### src/rtl/resized_crop.sv
// Random square crop followed by nearest-neighbour resize back to IMG_W x IMG_H,
// streaming source pixels from a synchronous-read BRAM, one word per pixel.
module resized_crop #(
    parameter int          IMG_W     = 28,
    parameter int          IMG_H     = 28,
    parameter int          MIN_CROP  = 14,
    parameter logic [31:0] BASE_ADDR = 32'd0,
    parameter bit          RAND_EN   = 1'b1,
    parameter logic [15:0] SEED      = 16'hACE1
) (
    input  logic        clk,
    input  logic        reset,
    input  logic        start,
    input  logic        interrupt,
    output logic        image_done,
    output logic [7:0]  pixel_o,
    output logic        pixel_valid,
    output logic [31:0] bram_address,
    input  logic [31:0] bram_data
);

    localparam logic [15:0] W16   = 16'(IMG_W);
    localparam logic [15:0] H16   = 16'(IMG_H);
    localparam logic [15:0] WM1   = 16'(IMG_W - 1);
    localparam logic [15:0] HM1   = 16'(IMG_H - 1);
    localparam logic [15:0] MIN16 = 16'(MIN_CROP);
    localparam logic [31:0] W32   = 32'(IMG_W);

    typedef enum logic [1:0] {IDLE, LOAD, RUN, DRAIN} state_t;

    state_t      state_q, state_d;
    logic [15:0] lfsr_q, lfsr_d;
    logic [15:0] s_q, s_d;
    logic [15:0] ox_q, ox_d, oy_q, oy_d;
    logic [15:0] rx_q, rx_d, ry_q, ry_d;
    logic [31:0] addr_q, addr_d;
    logic [31:0] row_q, row_d;
    logic        issue_q, issue_d;
    logic        done_q, done_d;
    logic        valid_q;
    logic [7:0]  pixel_q;

    logic [15:0] s_calc, x0_calc, y0_calc;
    logic [15:0] rx_sum, ry_sum;
    logic        unused_bits;

    assign unused_bits = ^bram_data[31:8];

    // Crop window derived from the LFSR value present during LOAD.
    always_comb begin
        s_calc = MIN16 + {12'd0, lfsr_q[3:0]};
        if (s_calc > W16) begin
            s_calc = W16;
        end
        x0_calc = {11'd0, lfsr_q[8:4]};
        if (x0_calc > W16 - s_calc) begin
            x0_calc = W16 - s_calc;
        end
        y0_calc = {11'd0, lfsr_q[13:9]};
        if (y0_calc > H16 - s_calc) begin
            y0_calc = H16 - s_calc;
        end
        if (!RAND_EN) begin
            s_calc  = W16;
            x0_calc = 16'd0;
            y0_calc = 16'd0;
        end
    end

    // rx/ry hold (o*S mod dim); an overflow means the floor term stepped by one.
    always_comb begin
        state_d  = state_q;
        lfsr_d   = {lfsr_q[14:0], lfsr_q[15] ^ lfsr_q[13] ^ lfsr_q[12] ^ lfsr_q[10]};
        s_d      = s_q;
        ox_d     = ox_q;
        oy_d     = oy_q;
        rx_d     = rx_q;
        ry_d     = ry_q;
        addr_d   = addr_q;
        row_d    = row_q;
        issue_d  = 1'b0;
        done_d   = 1'b0;
        rx_sum   = rx_q + s_q;
        ry_sum   = ry_q + s_q;

        case (state_q)
            IDLE: begin
                if (start) begin
                    state_d = LOAD;
                end
            end
            LOAD: begin
                s_d     = s_calc;
                ox_d    = 16'd0;
                oy_d    = 16'd0;
                rx_d    = 16'd0;
                ry_d    = 16'd0;
                row_d   = BASE_ADDR + 32'(y0_calc) * W32 + 32'(x0_calc);
                addr_d  = row_d;
                state_d = RUN;
            end
            RUN: begin
                if (!interrupt) begin
                    issue_d = 1'b1;
                    if (ox_q == WM1) begin
                        ox_d = 16'd0;
                        rx_d = 16'd0;
                        if (oy_q == HM1) begin
                            done_d  = 1'b1;
                            state_d = DRAIN;
                        end else begin
                            oy_d = oy_q + 16'd1;
                            if (ry_sum >= H16) begin
                                ry_d   = ry_sum - H16;
                                row_d  = row_q + W32;
                                addr_d = row_q + W32;
                            end else begin
                                ry_d   = ry_sum;
                                addr_d = row_q;
                            end
                        end
                    end else begin
                        ox_d = ox_q + 16'd1;
                        if (rx_sum >= W16) begin
                            rx_d   = rx_sum - W16;
                            addr_d = addr_q + 32'd1;
                        end else begin
                            rx_d = rx_sum;
                        end
                    end
                end
            end
            DRAIN: begin
                // The last issued read lands one cycle after issue_q clears.
                if (!issue_q) begin
                    state_d = IDLE;
                end
            end
            default: state_d = IDLE;
        endcase
    end

    always_ff @(posedge clk or posedge reset) begin
        if (reset) begin
            state_q <= IDLE;
            lfsr_q  <= SEED;
            s_q     <= W16;
            ox_q    <= 16'd0;
            oy_q    <= 16'd0;
            rx_q    <= 16'd0;
            ry_q    <= 16'd0;
            addr_q  <= BASE_ADDR;
            row_q   <= BASE_ADDR;
            issue_q <= 1'b0;
            done_q  <= 1'b0;
            valid_q <= 1'b0;
            pixel_q <= 8'd0;
        end else begin
            state_q <= state_d;
            lfsr_q  <= lfsr_d;
            s_q     <= s_d;
            ox_q    <= ox_d;
            oy_q    <= oy_d;
            rx_q    <= rx_d;
            ry_q    <= ry_d;
            addr_q  <= addr_d;
            row_q   <= row_d;
            issue_q <= issue_d;
            done_q  <= done_d;
            valid_q <= issue_q;
            if (issue_q) begin
                pixel_q <= bram_data[7:0];
            end
        end
    end

    assign bram_address = addr_q;
    assign pixel_o      = pixel_q;
    assign pixel_valid  = valid_q;
    assign image_done   = done_q;

endmodule

### config.mk
export PLATFORM = sky130hd
export DESIGN_NAME = resized_crop
export DESIGN_NICKNAME = d
export VERILOG_FILES = /design/src/rtl/resized_crop.sv
export SDC_FILE = /design/constraint.sdc
export NUM_CORES = 1
export LEC_CHECK = 0
export ABC_AREA = 0
export CAP_MARGIN = 10
export CORE_ASPECT_RATIO = 1.2
export CORE_MARGIN = 3
export CORE_UTILIZATION = 55
export CTS_BUF_LIST = sky130_fd_sc_hd__clkbuf_8 sky130_fd_sc_hd__clkbuf_16
export DETAILED_ROUTE_END_ITERATION = 7
export PLACE_DENSITY = 0.78
export SLEW_MARGIN = 25
export SYNTH_ARGS = -nofsm -noshare
export SYNTH_HDL_FRONTEND = slang
export SYNTH_SLANG_ARGS = --single-unit
### constraint.sdc
create_clock -name clk -period 7 [get_ports clk]
set_input_delay 1.4 -clock clk [delete_from_list [all_inputs] [get_ports clk]]
set_output_delay 1.4 -clock clk [all_outputs]
set_load 0.005 [all_outputs]
==> qor.yml, run 1 <==
place:
  gp_congestion: 0.912
  numPortBuffers: 53
  dp_hpwl_um: 23000
  place_ws_ns: 0.246
outcome:
  status: "complete, no violations"
floorplanning:
  io_pins: 78
  die_h_um: 172
  core-area_um2: 22500
  die_area_um2: 24900
  die_x_um: 145
  rows: 60
  start_util_pct: 56.2
pwr:
  power_density_nw_per_um2: 315
  max-vdd-ir-drop_uv: 196
  p_leak_nw: 6.02
final_layout:
  most-common-layout-cells: "dfrtp_1 (151), nand2_1 (127), o21ai_0 (126), nor2_1 (119)"
  diodes: 0
  syn_to_final_growth_pct: 11.4
  nets: 1664
  mostFrequentLayoutCell: "dfrtp_1"
  drive_above_1_share_pct: 7.08
global_route:
  grt_usage_pct: 27.3
  antenna_found_initial: 0
  grt_max_degree: 71
  grt_pass1_vias: 11400
  grt_pass1_wl_um: 55700
  grt_overflow: 0
sta:
  hold_viol_final: 0
  final.period_utilization_pct: 91.8
  tightestPinTransition_ns: 1.07
  rsz0062_at_grt: "no"
  fmax_mhz: 156
  finalWorstSetupSlack_ns: 0.573
  tns_ns: 0
  setup_viol: 0
  drv_slew: 0
  clock_skew_ns: 0.0223
  timing.hold.ws_ns: 0.355
  relSlewSlack_pct: 28.6
  period_minus_slack_ns: 6.43
critical_path:
  start_kind: "flip-flop"
  critPathMaxStageDelay_ns: 0.50
  r2r_start: "lfsr_q[1]$_DFF_PP0_"
  arrival_ns: 6.70
  cp_common_cell: "inv_1"
  worstPathMaxFanout: 6
  rr_endpoint: "bram_address[10]$_DFFE_PP0P_"
  cp_slowest_cell: "fa_1"
  required_ns: 7.27
  endpoint_kind: "flip-flop"
  cp_num_buf_inv: 8
  r2r_cells: 36
  reg2reg_slack_ns: 0.57
  crit_type: "reg -> reg"
  path_delay_family: "adder cells"
clocking:
  cts.reportedPaths.clkPinSlew_ns: 0.07
  clock_path_buffers: 2
  clock-sinks: 162
  h-tree-depth: 4
  cts_hold_repair.buffers: 0
  cts_root_buf: "clkbuf_16"
  clk_latency_ns: 0.45
  cts_tree: "done"
  cts_buffers: 17
synthesis:
  synth_cells: 1513
  netlist-cell-type-count: 90
  ys_warn_count: 0
  async_reset_ff_share_pct: 100
  syn_area_per_cell_um2: 8.37
  synth-edff-count: 0
  synth_ff_type: "dfrtp_1"
  synth_area_um2: 12700
  synth_seq_area_share_pct: 32.1
  ys_ff_latch: 162
drt:
  wl_um: 33500
  drc: 0
  route.antenna.remaining_nets: 0
  drt_iter0_markers: 822
  viasPerCell: 6.42
  wl_per_cell_um: 18.1
  drt_pass1_iterations: 5
  vias: 11900
worst_hold_path:
  holdCritStartpoint: "lfsr_q[14]$_DFF_PP0_"
  min_to: "lfsr_q[15]$_DFF_PP1_"
  whs_path_depth: 0
  min_path_type: "reg -> reg"
job:
  cap_viol_max_count: 0
## synthesized netlist by cell type (8+ instances only)
| master | count | area (µm²) |
|---|---|---|
| clkbuf_1 | 53 | 199 |
| xor2_1 | 44 | 385 |
| nor3b_1 | 10 | 75.1 |
| nand4_1 | 33 | 206 |
| a211oi_1 | 17 | 128 |
| and2_1 | 15 | 93.8 |
| nand2b_1 | 9 | 56.3 |
| a31oi_1 | 36 | 225 |
| nand3_1 | 72 | 360 |
| a41oi_1 | 11 | 96.3 |
| o31ai_1 | 20 | 150 |
| or3_1 | 17 | 106 |
| o22ai_1 | 16 | 100 |
| xnor2_1 | 58 | 508 |
| and3_1 | 34 | 213 |
| o311ai_0 | 8 | 70.1 |
| nor2_1 | 122 | 458 |
| mux2i_1 | 13 | 130 |
| o21a_1 | 10 | 75.1 |
| o31a_1 | 8 | 70.1 |
| buf_2 | 18 | 90.1 |
| nor2b_1 | 12 | 75.1 |
| fa_1 | 11 | 220 |
| a21o_1 | 16 | 120 |
| and4_1 | 18 | 158 |
| mux2_2 | 15 | 169 |
| dfrtp_1 | 151 | 3780 |
| a21oi_1 | 76 | 380 |
| ha_1 | 62 | 776 |
| o21bai_1 | 8 | 60.1 |
| o211ai_1 | 12 | 90.1 |
| dfstp_2 | 11 | 289 |
| inv_1 | 76 | 285 |
| nor4_1 | 11 | 68.8 |
| nor3_1 | 37 | 185 |
| nand2_1 | 127 | 477 |
| o21ai_0 | 128 | 641 |
## layout make-up
type,count,area [µm²]
Multi-Input combinational cell,1226,8130
Clock buffer,18,439
Inverter,76,290
Timing Repair Buffer,72,673
Fill cell,1917,8410
Sequential cell,162,4070
Tap cell,279,349
Clock inverter,14,163
## where the power goes
group / total, mW / internal (mW) / switching [mW]
Combinational: 2.17 / 0.872 / 1.29
Sequential: 1.33 / 1.10 / 0.232
Clock: 0.947 / 0.490 / 0.458
Total: 4.44 / 2.46 / 1.98
## cell families after synthesis
logic type	Yosys count	synth area share, %
buffers and inverters	156	5.08
XOR/XNOR	102	7.05
adder cells (fa/ha/maj)	75	8.02
flip-flops	162	32.1
multiplexers	28	2.36
other	2	0.0593
AO/OA/AOI/OAI	448	23.8
AND/OR/NAND/NOR	540	21.5
## registers in the layout, indices dropped and copies added (netlist names), 2 cells and up
register      flops
ry_q             16
bram_address     32
rx_q             16
oy_q             16
row_q            32
state_q           2
lfsr_q           16
ox_q             16
s_q               5
pixel_o           8
## per-layer routing
metal | GRT usage (%) | vias up | part of all wire (%) | routed length [µm]
met3 | 4.09 | 73 | 5.9 | 1990
met5 | 0 | - | 0 | 0
met1 | 35.5 | 5701 | 42 | 14100
li1 | - | 5641 | - | -
met4 | 9.78 | 0 | 2.7 | 895
met2 | 46.3 | 435 | 49 | 16500
## per-stage QoR
stage	power [mW]	instance area [µm²]	utilization, %	instances
after floorplan	2.95	12800	-	1544
after global placement	3.35	13400	59.7	1811
after detailed placement	3.40	13400	59.7	1811
after CTS	4.35	14000	62.3	1843
after global routing	4.75	14100	62.6	1847
final	4.44	14100	62.6	1847
## worst max path at each step
stage	startpoint	end	slack, ns	cells after the start
global placement	lfsr_q[1]$_DFF_PP0_	bram_address[10]$_DFFE_PP0P_	0.48	35
detailed placement	lfsr_q[1]$_DFF_PP0_	bram_address[10]$_DFFE_PP0P_	0.25	33
floorplan	lfsr_q[1]$_DFF_PP0_	bram_address[10]$_DFFE_PP0P_	0.47	33
finish	lfsr_q[1]$_DFF_PP0_	bram_address[10]$_DFFE_PP0P_	0.57	36
CTS	lfsr_q[1]$_DFF_PP0_	bram_address[10]$_DFFE_PP0P_	0.20	33
global route	lfsr_q[1]$_DFF_PP0_	bram_address[10]$_DFFE_PP0P_	0.03	35
## what timing repair did
action | in CTS | in global routing
buffers inserted | 0 | 4
endpoints found under the setup margin | 0 | 4
resized for setup | 0 | 9
No activity file was read; power rests on OpenSTA's default activity.
==> run 2: changes to the inputs <==
--- a/config.mk
+++ b/config.mk
@@ -12,6 +12,7 @@
 export CORE_UTILIZATION = 55
 export CTS_BUF_LIST = sky130_fd_sc_hd__clkbuf_8 sky130_fd_sc_hd__clkbuf_16
 export DETAILED_ROUTE_END_ITERATION = 7
+export GPL_TIMING_DRIVEN = 0
 export PLACE_DENSITY = 0.78
 export SLEW_MARGIN = 25
 export SYNTH_ARGS = -nofsm -noshare
==> run 2 against run 1 <==
  * Sequential power about the same
  * Setup slack got worse by 0.21 ns
  * Sequential cell count unchanged
  * Utilization increased by 1.5 points
  * Global-route usage increased by 2.8 points
  * Critical path type unchanged
  * Critical endpoint unchanged
  * Largest power group unchanged
==> qor.yml, run 2 (synthesis results as in run 1) <==
place:
  numPortBuffers: 53
  gp_congestion: 0.966
  dp_hpwl_um: 26500
final_layout:
  fillers: 1959
  nets: 1734
  syn_to_final_growth_pct: 14.0
  diodes: 0
  most-common-layout-cells: "dfrtp_1 (151), nand2_1 (127), o21ai_0 (126), nor2_1 (121)"
  drive_above_1_share_pct: 7.57
  mostFrequentLayoutCell: "dfrtp_1"
clocking:
  clock-sinks: 162
  cts_tree: "done"
  cts_root_buf: "clkbuf_16"
  clock_path_buffers: 2
  cts_hold_repair.buffers: 0
  cts.reportedPaths.clkPinSlew_ns: 0.07
  h-tree-depth: 4
  clk_latency_ns: 0.45
  cts_buffers: 17
critical_path:
  worstPathMaxFanout: 4
  cp_slowest_cell: "fa_1"
  cp_common_cell: "inv_1"
  critPathMaxStageDelay_ns: 0.55
  arrival_ns: 6.93
  endpoint_kind: "flip-flop"
  required_ns: 7.29
  start_kind: "flip-flop"
  crit_type: "reg -> reg"
drt:
  wl_per_cell_um: 19.4
  route.antenna.remaining_nets: 0
  drt_pass1_iterations: 6
  viasPerCell: 6.45
  wl_um: 37200
  drt_iter0_markers: 1134
  vias: 12400
  drc: 0
floorplanning:
  die_x_um: 145
  io_pins: 78
  rows: 60
  die_h_um: 172
  core-area_um2: 22500
  die_area_um2: 24900
  start_util_pct: 56.2
global_route:
  grt_usage_pct: 30.1
  antenna_found_initial: 0
  grt_overflow: 0
  grt_pass1_vias: 11800
  grt_pass1_wl_um: 60000
  grt_max_degree: 91
sta:
  tns_ns: 0
  hold_viol_final: 0
  relSlewSlack_pct: 39.0
  clock_skew_ns: 0.0160
  timing.hold.ws_ns: 0.355
  period_minus_slack_ns: 6.64
  final.period_utilization_pct: 94.8
  fmax_mhz: 151
  setup_viol: 0
  tightestPinTransition_ns: 0.908
  drv_slew: 0
pwr:
  power_density_nw_per_um2: 319
  max-vdd-ir-drop_uv: 249
  p_leak_nw: 6.16
  fin_total_pwr_mw: 4.60
outcome:
  status: "complete, no violations"
job:
  cap_viol_max_count: 0
worst_hold_path:
  min_path_type: "reg -> reg"
[run 2: changes by cell type in the layout (fill, tap and decap cells not counted), sizes merged]
cell / delta
clkinvlp: +2
clkinv: -2
clkbuf: +52
inv: +1
buf: +17
[run 2: metrics by stage]
step / area (µm²) / std cells / util (%) / worst slack, ns
after CTS: 14400 / 1910 / 63.7 / 0.00544
after detailed placement: 13700 / 1877 / 60.8 / -0.574
after global routing: 14400 / 1917 / 64.1 / -0.0124
after floorplan: 12800 / 1544 / - / 0.474
after global placement: 13700 / 1876 / 60.7 / -1.20
final: 14400 / 1917 / 64.1 / 0.363
[run 2: power breakdown]
group          total [mW]  leakage (nW)  internal, mW  switching, mW
clock network       0.961         0.289         0.484          0.477
registers            1.30          2.08          1.10          0.201
logic                2.34          3.80         0.946           1.39
[run 2: worst paths after layout]
check                                           from                      endpoint  cells past startpoint  slack (ns)
worst min-delay path            lfsr_q[14]$_DFF_PP0_          lfsr_q[15]$_DFF_PP1_                      0        0.36
max in group asynchronous                      reset         row_q[28]$_DFFE_PP0P_                      3        4.74
worst max-delay path             lfsr_q[1]$_DFF_PP0_  bram_address[10]$_DFFE_PP0P_                     34        0.36
worst max register to register   lfsr_q[1]$_DFF_PP0_  bram_address[10]$_DFFE_PP0P_                     34        0.36
min in group asynchronous                      reset           rx_q[6]$_DFFE_PP0P_                      2        1.41
worst min register to register  lfsr_q[14]$_DFF_PP0_          lfsr_q[15]$_DFF_PP1_                      0        0.36
[run 2: layout make-up]
type | instances | area [µm²] | area share, %
Inverter | 76 | 293 | 2.03
Timing Repair Buffer | 63 | 626 | 4.33
Clock buffer | 17 | 425 | 2.95
Multi-Input combinational cell | 1226 | 8140 | 56.4
Sequential cell | 162 | 4070 | 28.2
Tap cell | 279 | 349 | 2.42
Buffer | 79 | 354 | 2.45
Clock inverter | 15 | 184 | 1.27
[run 2: critical path: cells and delay by family (launching register included)]
kind / cells / cell delay [ns]
buffers and inverters: 6 / 0.48
adder cells (fa/ha/maj): 8 / 2.66
multiplexers: 1 / 0.30
flip-flops: 1 / 0.39
XOR/XNOR: 1 / 0.18
AND/OR/NAND/NOR: 7 / 1.10
AO/OA/AOI/OAI: 11 / 1.36
[run 2: timing repair]
| action | CTS | global route |
|---|---|---|
| endpoints found under the hold margin | 0 | 0 |
| setup buffers | 2 | 7 |
| gates resized for setup | 7 | 8 |
| endpoints found under the setup margin | 10 | 6 |
| pin swaps | 1 | 5 |
[run 2: metal layers]
layer  wire [µm]  up-vias  global-route usage [%]  part of all wire (%)
li1            -     5776                       -                     -
met1       15300     5940                    39.3                    41
met2       18000      551                    49.6                    48
met4        1280        0                    12.3                   3.4
met5           0        -                       0                     0
met3        2720      106                    5.15                   7.3
==> RTL change (config.mk and constraints of run 2) <==
Re-encode `state_t` (4 states) as one-hot, 4 bits wide.
--- a/src/rtl/resized_crop.sv
+++ b/src/rtl/resized_crop.sv
@@ -26,7 +26,7 @@
     localparam logic [15:0] MIN16 = 16'(MIN_CROP);
     localparam logic [31:0] W32   = 32'(IMG_W);
 
-    typedef enum logic [1:0] {IDLE, LOAD, RUN, DRAIN} state_t;
+    typedef enum logic [3:0] {IDLE = 4'b0001, LOAD = 4'b0010, RUN = 4'b0100, DRAIN = 4'b1000} state_t;
 
     state_t      state_q, state_d;
     logic [15:0] lfsr_q, lfsr_d;
Behaviour: no difference found for any inputs over 4 cycles, from zero or initial values and one cycle with reset high; so few cycles prove little.
==> RTL change against run 2 <==
- sequential share of layout area grew 0.89 points
- sequential cell count is 2 higher
- power increased by 19%
- largest power group unchanged
- worst setup slack got worse by 0.0026 ns
- critical path type unchanged
- synthesized area shrank 1.7%
- via count decreased by 2.5%
- design area fell by 1.8%
- routed wire length is 2.4% lower
- count of clock-buffer cells in the layout stayed put
- critical endpoint unchanged
==> RTL change: results (changes against run 2) <==
----------------------------------------------------
[Clocking]
  Clock latency on the worst-skew pair ... 0.44 ns
  Number of H-tree levels ... 4 (unchanged)
  Worst-case clock buffer depth ... 2 (unchanged)

[GRT]
  Met2 track demand over resource in global routing ... 49.60% (was 49.59%)
  Vias in the first global route ... 11.55k (was 11.79k)
  Maximum number of pins on one net before global-route repair ... 90 (was 91)
  Total routing usage reported by global routing ... 29.37% (was 30.06%)
  Wire length of the first global-routing pass ... 58080 µm (was 60040 µm)
  GRT met3 Usage ... 4.864% (was 5.145%)
  Global-route met1 utilization ... 36.87% (was 39.26%)

[Power and ir drop]
  Int Power ... 2868 µW (was 2526 µW)
  Part of the power in registers ... 26.0% (was 28.2%)
  Design Power ... 5478 µW (was 4599 µW)
  Power share of the combinational group ... 56.9% (was 50.9%)
  Lkg Pwr ... 0.006087 µW (was 0.006163 µW)
  Worst-case vdd ir drop ... 0.2169 mV (was 0.2493 mV)

[Synth]
  Portion of the post-synthesis area used by sequential elements ... 33.07% (was 32.11%)
  Warning count from the yosys run ... 0 (unchanged)
  Most area-consuming cells after synthesis ... dfrtp_1 (31%), ha_1 (5.8%), nand2_1 (5.2%) (was dfrtp_1 (30%), ha_1 (6.1%), o21ai_0 (5.1%))
  Cell variety after synth ... 86 (was 90)
  Synth top area share ... 30.54% (was 29.83%)
  Synth top cells by count ... nand2_1 (172), dfrtp_1 (152), o21ai_0 (127), nor2_1 (122), a21oi_1 (99) (was dfrtp_1 (151), o21ai_0 (128), nand2_1 (127), nor2_1 (122))

[Setup path]
  CP max stage delay ... about 0.54 ns
  CP delay by family, top ... adder cells (unchanged)
  Worst setup path class ... reg2reg (unchanged)
  Maximum fanout count along the critical path ... 6 (was 4)

[Route]
  Met2 WL post-DR ... 17520 µm (was 17980 µm)
  DR iter-0 viols ... 1294 (was 1134)
  Detailed route wirelength on metal3 ... 2735 µm (was 2721 µm)
  Vias per cell ... 6.372 (was 6.454)
  M1 wire length ... 14570 µm (was 15260 µm)
  Routed len/inst ... 19.19 µm (was 19.42 µm)

[Timing]
  Final Hold Fails ... 0 (unchanged)
  Clock Skew ... 0.01183 ns (was 0.01598 ns)
  Relative slew slack ... 37.86% (was 39.01%)

[Final layout]
  Fillers ... 1885 (was 1959)
  Fraction of layout cells with a size suffix above 1 ... 7.160% (was 7.570%)
  Final layout net count ... 1712 (was 1734)
  Antenna Diode Count ... 0 (unchanged)

[Placed design]
  Placed wire-length estimate after detailed placement ... 27050 µm (was 26540 µm)
  Routability-driven placement congestion ratio ... 0.9775 (was 0.9664)

[Status]
  Status ... finished, final reports clean (unchanged)

----------------------------------------------------
## RTL change: cell count changes in the layout (fill, tap and decap cells not counted), sizes merged, moves of 8 or more
cell,delta
inv,-10
and3,-9
a21oi,+24
o21ai,+17
o31ai,-13
a31oi,-16
nand2,+46
xnor2,+9
buf,-15
nand3,-8
o311ai,-11
## RTL change: layout make-up
type	instances	area share [%]
buffer	62	1.836
clock buffer	17	3.002
clock inverter	15	1.112
inverter	63	1.722
multi-input combinational	1241	56.69
sequential	164	29.07
tap	274	2.419
timing repair buffer	58	4.150
## RTL change: final timing paths
check	startpoint	to	slack, ns	cells after the start
setup / recovery	lfsr_q[1]	bram_address[10]	0.36	30
hold / removal	lfsr_q[14]	lfsr_q[15]	0.36	0
setup reg to reg	lfsr_q[1]	bram_address[10]	0.36	30
hold reg to reg	lfsr_q[14]	lfsr_q[15]	0.36	0
max in group asynchronous	reset	state_q[0]	4.66	3
min in group asynchronous	reset	lfsr_q[14]	1.45	2
## RTL change: logic make-up after synthesis
kind of cell / share of synthesized area (%)
AO/OA/AOI/OAI: 23.44
XOR/XNOR: 8.087
adder cells (fa/ha/maj): 7.675
buffers and inverters: 3.988
flip-flops: 33.07
multiplexers: 1.628
other: 0.06030
AND/OR/NAND/NOR: 22.05
## RTL change: repair_timing
action,CTS,global route
buffers inserted,0,3
gates resized for setup,1,16
endpoints found under the setup margin,2,6
pin swaps,0,3
hold buffers,0,0
## RTL change: metrics by stage
stage	instance area [µm²]	hold slack, ns	instances	setup slack (ns)	util, %
after CTS	14080	0.3581	1891	0.06510	63.99
after global routing	14170	0.3633	1894	-0.09457	64.42
final	14170	0.3568	1894	0.3600	64.42
after floorplan	12570	0.3330	1530	0.9401	-
after detailed placement	13490	0.3411	1859	-0.05785	61.34
after global placement	13440	0.3360	1857	-1.210	61.11
